[src/rtl/spio_rx_ctrl.sv]
// Receive sequencer for a framed serial input: start, WIDTH data bits (LSB first),
// optional even parity, stop. Owns the shift register and presents words on valid/ready.
module spio_rx_ctrl #(
    parameter int WIDTH     = 4,
    parameter bit PARITY_EN = 1'b0
) (
    input  logic             clk,
    input  logic             clear,
    input  logic             sin,
    input  logic             bit_tick,
    input  logic             err_clr,
    input  logic             dout_ready,
    output logic [WIDTH-1:0] dout,
    output logic             dout_valid,
    output logic             shift_en,
    output logic             busy,
    output logic             frame_err,
    output logic             parity_err,
    output logic             overrun
);
    localparam int CW = $clog2(WIDTH + 1);

    typedef enum logic [1:0] {IDLE, DATA, PARITY, STOP} state_t;

    state_t           state_q, state_d;
    logic [CW-1:0]    cnt_q, cnt_d;
    logic [WIDTH-1:0] sh_q, sh_d;
    logic [WIDTH-1:0] dout_q, dout_d;
    logic             valid_q, valid_d;
    logic             pend_q, pend_d;
    logic             fe_q, fe_d, pe_q, pe_d, ov_q, ov_d;
    logic             good_stop, fe_ev, pe_ev, ov_ev, load;

    always_comb begin
        state_d   = state_q;
        cnt_d     = cnt_q;
        sh_d      = sh_q;
        pend_d    = pend_q;
        good_stop = 1'b0;
        fe_ev     = 1'b0;
        if (bit_tick) begin
            case (state_q)
                IDLE: if (!sin) begin
                    state_d = DATA;
                    cnt_d   = '0;
                    pend_d  = 1'b0;
                end
                DATA: begin
                    sh_d  = {sin, sh_q[WIDTH-1:1]};
                    cnt_d = cnt_q + CW'(1);
                    if (cnt_q == CW'(WIDTH - 1))
                        state_d = PARITY_EN ? PARITY : STOP;
                end
                PARITY: begin
                    pend_d  = (^sh_q) ^ sin;
                    state_d = STOP;
                end
                STOP: begin
                    good_stop = sin;
                    fe_ev     = !sin;
                    state_d   = IDLE;
                end
                default: state_d = IDLE;
            endcase
        end

        // A good word either lands in dout or, if dout is still held, is dropped.
        pe_ev = good_stop && pend_q;
        ov_ev = good_stop && valid_q && !dout_ready;
        load  = good_stop && (!valid_q || dout_ready);

        dout_d  = dout_q;
        valid_d = valid_q;
        if (load) begin
            dout_d  = sh_q;
            valid_d = 1'b1;
        end else if (valid_q && dout_ready) begin
            valid_d = 1'b0;
        end

        // New error events take priority over a simultaneous clear.
        fe_d = fe_ev | (fe_q & ~err_clr);
        pe_d = pe_ev | (pe_q & ~err_clr);
        ov_d = ov_ev | (ov_q & ~err_clr);
    end

    always_ff @(posedge clk) begin
        if (!clear) begin
            state_q <= IDLE;
            cnt_q   <= '0;
            sh_q    <= '0;
            dout_q  <= '0;
            valid_q <= 1'b0;
            pend_q  <= 1'b0;
            fe_q    <= 1'b0;
            pe_q    <= 1'b0;
            ov_q    <= 1'b0;
        end else begin
            state_q <= state_d;
            cnt_q   <= cnt_d;
            sh_q    <= sh_d;
            dout_q  <= dout_d;
            valid_q <= valid_d;
            pend_q  <= pend_d;
            fe_q    <= fe_d;
            pe_q    <= pe_d;
            ov_q    <= ov_d;
        end
    end

    assign dout       = dout_q;
    assign dout_valid = valid_q;
    assign shift_en   = (state_q == DATA) && bit_tick;
    assign busy       = (state_q != IDLE);
    assign frame_err  = fe_q;
    assign parity_err = pe_q;
    assign overrun    = ov_q;
endmodule

[config.mk]
export PLATFORM = sky130hd
export DESIGN_NAME = spio_rx_ctrl
export DESIGN_NICKNAME = d
export VERILOG_FILES = /design/src/rtl/spio_rx_ctrl.sv
export SDC_FILE = /design/constraint.sdc
export NUM_CORES = 1
export LEC_CHECK = 0
export ABC_AREA = 1
export BUFFER_PORTS_ARGS = -buffer_cell sky130_fd_sc_hd__buf_2
export CORE_MARGIN = 2
export CORE_UTILIZATION = 52
export DETAILED_ROUTE_END_ITERATION = 8
export PLACE_DENSITY = 0.76
export SLEW_MARGIN = 20
export SYNTH_ARGS = -nofsm -noshare
export SYNTH_HDL_FRONTEND = slang
export SYNTH_SLANG_ARGS = --single-unit
[constraint.sdc]
create_clock -name clk -period 1.8 [get_ports clk]
set_input_delay 0.27 -clock clk [delete_from_list [all_inputs] [get_ports clk]]
set_output_delay 0.27 -clock clk [all_outputs]
set_load 0.03 [all_outputs]
======== Yosys cells after proc, flatten, opt, wreduce, memory -nomap -nowiden ========
Index checks and enable logic that the tools add are counted.
cells by class
  add/sub/neg operators ................... 1
  equality and inequality tests ........... 6
  multiplexer cells ....................... 13
  bitwise operators ....................... 8
  reduce and logical (&&, ||, !) cells .... 20
operator list
  kind                                                                    count
  3-bit AND reduction                                                     3
  2-bit case mux with 4 select lines                                      1
  2-bit nonzero test                                                      4
  1-bit two-way mux                                                       7
  1-bit logical AND                                                       6
  3-bit case mux with 2 select lines                                      1
  2-bit equality test (second input constant)                             2
  2-bit two-way mux                                                       2
  2-bit != test (second input constant)                                   2
  4-bit parity                                                            1
  3-bit by 1-bit adder with 3-bit output (second input constant)          1
  1-bit AND                                                               3
  3-bit by 2-bit equality test with 1-bit output (second input constant)  1
  1-bit zero test                                                         3
  3-bit two-way mux                                                       1
  1-bit bitwise OR                                                        3
  2-bit by 1-bit equality test with 1-bit output (second input constant)  1
  2-bit zero test                                                         1
  1-bit case mux with 2 select lines                                      1
  2-bit AND reduction                                                     1
  1-bit logical OR                                                        1
  1-bit inverter                                                          1
  1-bit bitwise XOR                                                       1
word-level totals
  bits in registers ....................... 18
  input port bits ......................... 6
  output and inout port bits .............. 10
  word-level logic and storage cells ...... 57

======== Logic depth before layout (Yosys ltp) ========
  depth in word-level cells ............... 6
  gate-level depth with buffers ........... 9
  mapped depth without buffers ............ 9

======== Worst setup path after synthesis ========
Ideal clock, no wire load.
  path kind ............................... register to register
  start point ............................. reg state_q[0]
  end point ............................... reg cnt_q[1]
  library setup time ...................... 0.117 ns
  arrival time ............................ 1.175 ns
  data required time ...................... 1.683 ns
  slack ................................... 0.507 ns
  stages on the path, launching flop included .. 7
  buffers on the path ..................... 0
  period minus slack after synthesis ...... 1.293 ns
  cell sequence ........................... dfxtp_1 inv_1 ha_1 a21boi_2 o21ai_2 a22oi_1 nor2_1
between the ends
  cells in the longest elaborated chain, start to end .. 3
  elaborated cells on any way between the ends .. 6
  those cells by class .................... 2 x eq/ne; 1 x mux; 3 x reduce/logical
ends and longest elaborated chain
  what                                                                                      line  source
  start: declaration                                                                        25    state_t state_q, state_d;
  start signal: assignment                                                                  99    state_q <= state_d;
  2-bit by 1-bit equality test with 1-bit output / 2-bit zero test (equally long branches)  42    case (state_q)
  2-bit nonzero test (no line) / 2-bit != test (equally long branches)                      -
  3-bit AND reduction (no line)                                                             -
  end signal: assignment                                                                    100   cnt_q <= cnt_d;
  end: declaration                                                                          26    logic [CW-1:0] cnt_q, cnt_d;
Parallel ways exist; a longest one is shown, timed or not.
A chain may end at the register's enable or synchronous reset.

======== Worst setup path in the final report ========
  start point ............................. reg state_q[1]
  end point ............................... out shift_en
between the ends
  cells in the longest elaborated chain, start to end .. 2
ends and longest elaborated chain
  what                                            line  source
  2-bit by 1-bit equality test with 1-bit output  113   assign shift_en = (state_q == DATA) && bit_tick;
  1-bit logical AND                               113
  end: declaration                                15    output logic shift_en,
No other way between the ends.

==> results by stage <==
Outcome:
- The flow ran to the end, and the final reports show no timing, DRC or antenna violations.

Clock network:
- In this run the number of H-tree levels came out at 1.
- The total of hold buffers inserted after clock tree synthesis is 0.
- In this run, CTS created clock tree buffers numbering 3.
- The clock transition time at the flip-flop clock pins of the worst setup and hold paths is 0.10 ns.
- In this run the clock root is driven by a sky130_fd_sc_hd__clkbuf_4.
- At the later pin of the worst-skew pair, clock insertion delay measures 0.28 ns.
- Once the clock tree was built, the resizer swapped 0 gates to a different size.
- The number of sinks on the clock net is 18.
- After clock tree synthesis, the setup repair step added 0 buffers.
- The CTS tree is built.
- The longest clock path from root to sink contains 2 buffers.

Logic synthesis:
- The post-synth design cell area is 822.0 um^2.
- When the netlist entered floorplanning its net count stood at 118.
- The share of the Yosys chip area taken by registers is 43.84%.
- The number of different library cells used by synthesis comes to 19.
- After synthesis, the mean cell area works out to 7.755 um^2.
- After synthesis the netlist holds a flip-flop and latch count of 18.
- The cell count after synthesis came out at 106.
- The Yosys warning count is 0.

Floorplan:
- 16 I/O pins were placed.
- The area of the die is 1915 um^2.
- The area of the core region is 1489 um^2.
- Once the floorplan was initialized, standard cells occupied 55.21% of the core.
- After floorplanning, the core was divided into 14 placement rows.
- The floorplan step set the die width to 43.76 um.
- The y dimension of the die is 43.76 um.

Power and ir drop:
- The design draws 805.9 uW.
- Cell internal power was estimated by the tool at 582.5 uW.
- The net load switching power is 223.3 uW.
- Power spread over the standard cell area amounts to 844.1 nW/um^2.
- The maximum vdd drop is 0.4993 mV.
- The part of the total power dissipated in sequential elements is 52.9%.
- The combinational share of power is 16.7%.
- The static leakage is 0.0004658 uW.
- The clock network burns 30.4% of the power.
- Net switching is 27.71% of the power.

Placement:
- Routability-driven placement finished with a final weighted congestion of 0.7932.
- The detailed-placement wirelength estimate is 1.150 mm.
- Timing analysis after detailed placement gives a worst setup slack of 0.3625 ns.
- Once placement finished, the instance area stood at 913.4 um^2.
- The count of input and output buffers is 15.

Critical path:
- The number of buffer and inverter instances along the worst setup path is 3.
- The number of cells on the worst reg-to-reg path is 6.
- The signal on the critical path passes through inv_1 -> ha_2 -> nand2_2 -> inv_1 -> buf_2.
- The worst setup path is of the reg -> out kind.
- The critical path startpoint is state_q[1].
- The most frequent cell on the critical path is sky130_fd_sc_hd__inv_1.
- The startpoint of the most critical register-to-register path is state_q[0].
- The nature of the critical path endpoint is an output port.
- The critical path runs through a total of 5 cells.
- For this run, the slowest stage of the critical path takes 0.34 ns.
- The critical path launch point type is a flip-flop.
- The register-to-register path setup slack is 0.31 ns.
- The required time at the worst-slack endpoint is 1.53 ns.
- The critical path capture point is shift_en.
- The destination of the worst register-to-register timing path is cnt_q[1].
- At the worst endpoint, the arrival time is 1.36 ns.
- The slowest stage of the critical path belongs to the cell sky130_fd_sc_hd__dfxtp_1.
- The kind of cell with the highest combined delay on the critical path is buffers and inverters.
- The largest fanout on the critical path is 6.

Drt:
- After detailed routing, the number of remaining DRC violations is 0.
- The total number of vias is 712.
- Once detail routing completed, the nets flagged for antenna violations numbered 0.
- The first routing iteration left 7 violations.
- The iteration count of the initial detailed-routing pass is 4.
- The via density per instance is 5.086.
- The per-cell routed wire length is 10.88 um.
- The final layout contains routed wiring with a total length of 1.523 mm.

Global route:
- The via count of the first global-routing pass was 670.
- The met3 usage is 2.500%.
- The number of antenna violations at the first check in global routing came to 0.
- The met2 global-route usage is 32.94%.
- Entering global routing, the biggest net connects 14 pins.
- The wire length of the first global-routing pass is 2.746 mm.
- Global routing consumed, on the met1 layer, 22.48% of the routing resources.
- The remaining global-route overflow is 0.
- The total global routing track utilization is 19.02%.
- After global routing, the most crowded layer is met2.

STA:
- The aggregate negative setup slack is 0 ns.
- The max-slew violation count is 0.
- The smallest setup slack after layout is 0.1705 ns.
- The final-report hold violation count is 0.
- For the pin with the worst max-slew slack, the measured transition is 0.2574 ns.
- The relative slew slack is 82.74%.
- Of the available clock period, the critical path in the final layout requires 90.53%.
- The time the final worst path needs with I/O delays and setup is 1.630 ns.
- Setup violations remaining at the end of the flow were counted as 0.
- The setup clock skew after layout is 0.001646 ns.
- The achievable clock frequency is 613.7 MHz.
- Setup repair after global routing left no endpoint under its margin.

Hold path:
- The path class of the tightest hold or removal check is in -> reg.

Final layout:
- The proportion of layout cells with a drive suffix above 1 is 22.58%.
- Across the whole layout, storage elements account for 360.3 um^2.
- The finished cells cover 954.7 um^2.
- The relative area change from synthesis to final layout is 16.13%.
- The core utilization of the finished layout is 64.12%.
- At the end of the flow, the number of nets in the layout was 137.
- The number of filler cells placed in the layout is 139.
- Summing all multi-input logic gate instances after layout gives 391.6 um^2.
- 0 antenna diodes ended up in the layout.

Job:
- Max-cap violations in this run came to 0.
==> Yosys cell counts <==
| library cell | n | share of area (%) |
|---|---|---|
| sky130_fd_sc_hd__a21boi_2 | 1 | 1.4 |
| sky130_fd_sc_hd__nor3_1 | 1 | 0.61 |
| sky130_fd_sc_hd__a21oi_1 | 11 | 6.7 |
| sky130_fd_sc_hd__clkbuf_1 | 1 | 0.46 |
| sky130_fd_sc_hd__nand3_1 | 4 | 2.4 |
| sky130_fd_sc_hd__inv_2 | 1 | 0.46 |
| sky130_fd_sc_hd__dfxtp_1 | 18 | 44 |
| sky130_fd_sc_hd__o21a_1 | 1 | 0.91 |
| sky130_fd_sc_hd__o21ai_1 | 1 | 0.61 |
| sky130_fd_sc_hd__inv_1 | 18 | 8.2 |
| sky130_fd_sc_hd__nand2_1 | 13 | 5.9 |
| sky130_fd_sc_hd__nor2_2 | 2 | 1.5 |
| sky130_fd_sc_hd__o21ai_0 | 11 | 6.7 |
| sky130_fd_sc_hd__o21ai_2 | 2 | 2.1 |
| sky130_fd_sc_hd__ha_1 | 6 | 9.1 |
| sky130_fd_sc_hd__nor2_1 | 11 | 5.0 |
| sky130_fd_sc_hd__a21oi_2 | 1 | 1.1 |
| sky130_fd_sc_hd__a22oi_1 | 2 | 1.8 |
| sky130_fd_sc_hd__xnor2_1 | 1 | 1.1 |
==> cells by family (layout without fill, tap and decap cells) <==
family                   after synthesis  count (layout)  synth area share (%)
AND/OR/NAND/NOR                       31              31                 15.52
AO/OA/AOI/OAI                         30              30                 21.31
buffers and inverters                 20              38                 9.131
flip-flops                            18              18                 43.84
adder cells (fa/ha/maj)                6               6                 9.132
XOR/XNOR                               1               1                 1.066
==> tightest hold or removal path, delay by kind of cell <==
kind / cells / cell delay, ns
AO/OA/AOI/OAI: 1 / 0.05
AND/OR/NAND/NOR: 1 / 0.05
buffers and inverters: 2 / 0.12
==> cells in the final DEF, fill, tap and decap left out <==
cell type                  count
sky130_fd_sc_hd__ha_2          1
sky130_fd_sc_hd__inv_2         1
sky130_fd_sc_hd__nor2_2        2
sky130_fd_sc_hd__nand2_2       1
sky130_fd_sc_hd__a22oi_1       2
sky130_fd_sc_hd__buf_2        15
sky130_fd_sc_hd__xnor2_1       1
sky130_fd_sc_hd__a21oi_1      11
sky130_fd_sc_hd__nand2_1      12
sky130_fd_sc_hd__nand3_1       4
sky130_fd_sc_hd__o21ai_0      11
sky130_fd_sc_hd__o21ai_2       2
sky130_fd_sc_hd__clkbuf_8      1
sky130_fd_sc_hd__nor3_1        1
sky130_fd_sc_hd__clkbuf_4      3
sky130_fd_sc_hd__a21oi_2       1
sky130_fd_sc_hd__ha_1          5
sky130_fd_sc_hd__o21ai_1       1
sky130_fd_sc_hd__inv_1        18
sky130_fd_sc_hd__a21boi_2      1
sky130_fd_sc_hd__nor2_1       11
sky130_fd_sc_hd__o21a_1        1
sky130_fd_sc_hd__dfxtp_1      18
==> final cells by class <==
class | count | area share, %
repair buffers | 15 | 7.864
well taps | 16 | 2.097
clock buffers | 4 | 3.801
flip-flops and latches | 18 | 37.75
multi-input cells | 68 | 41.02
inverters | 19 | 7.471
==> through the flow <==
stage                     hold slack [ns]  instances
final                              0.2509        140
after floorplan                    0.4084        106
after detailed placement           0.4585        136
after global routing               0.2639        140
after global placement             0.4509        136
after CTS                          0.2488        140
==> registers in the layout, summed over array words and instances (netlist names) <==
signal and flops:
parity_err 1, cnt_q 3, frame_err 1, pend_q 1, state_q 2, sh_q 4, dout_valid 1, dout 4
overrun 1
==> worst min-delay path by stage <==
stage	startpoint	endpoint	slack (ns)	depth (start not counted)
4_1_cts	err_clr	frame_err	0.25	4
3_3_place_gp	frame_err	frame_err	0.45	2
2_1_floorplan	clear	sh_q[2]	0.41	2
6_report	err_clr	frame_err	0.25	4
5_1_grt	err_clr	frame_err	0.26	4
3_5_place_dp	frame_err	frame_err	0.46	2
==> per-layer routing <==
layer | vias to the layer above | routed length (um)
met5 | - | 0
met4 | 0 | 12
met3 | 2 | 75
met1 | 318 | 697
li1 | 375 | -
met2 | 17 | 737
==> power by group through the flow <==
stage / sequential (uW) / combinational (uW) / clock, uW
6_report: 426 / 135 / 245
5_1_grt: 428 / 154 / 268
4_1_cts: 426 / 134 / 251
3_5_place_dp: 435 / 132 / 0
3_3_place_gp: 434 / 127 / 0
2_1_floorplan: 436 / 97.1 / 0
Power figures use the tool's default switching activity.
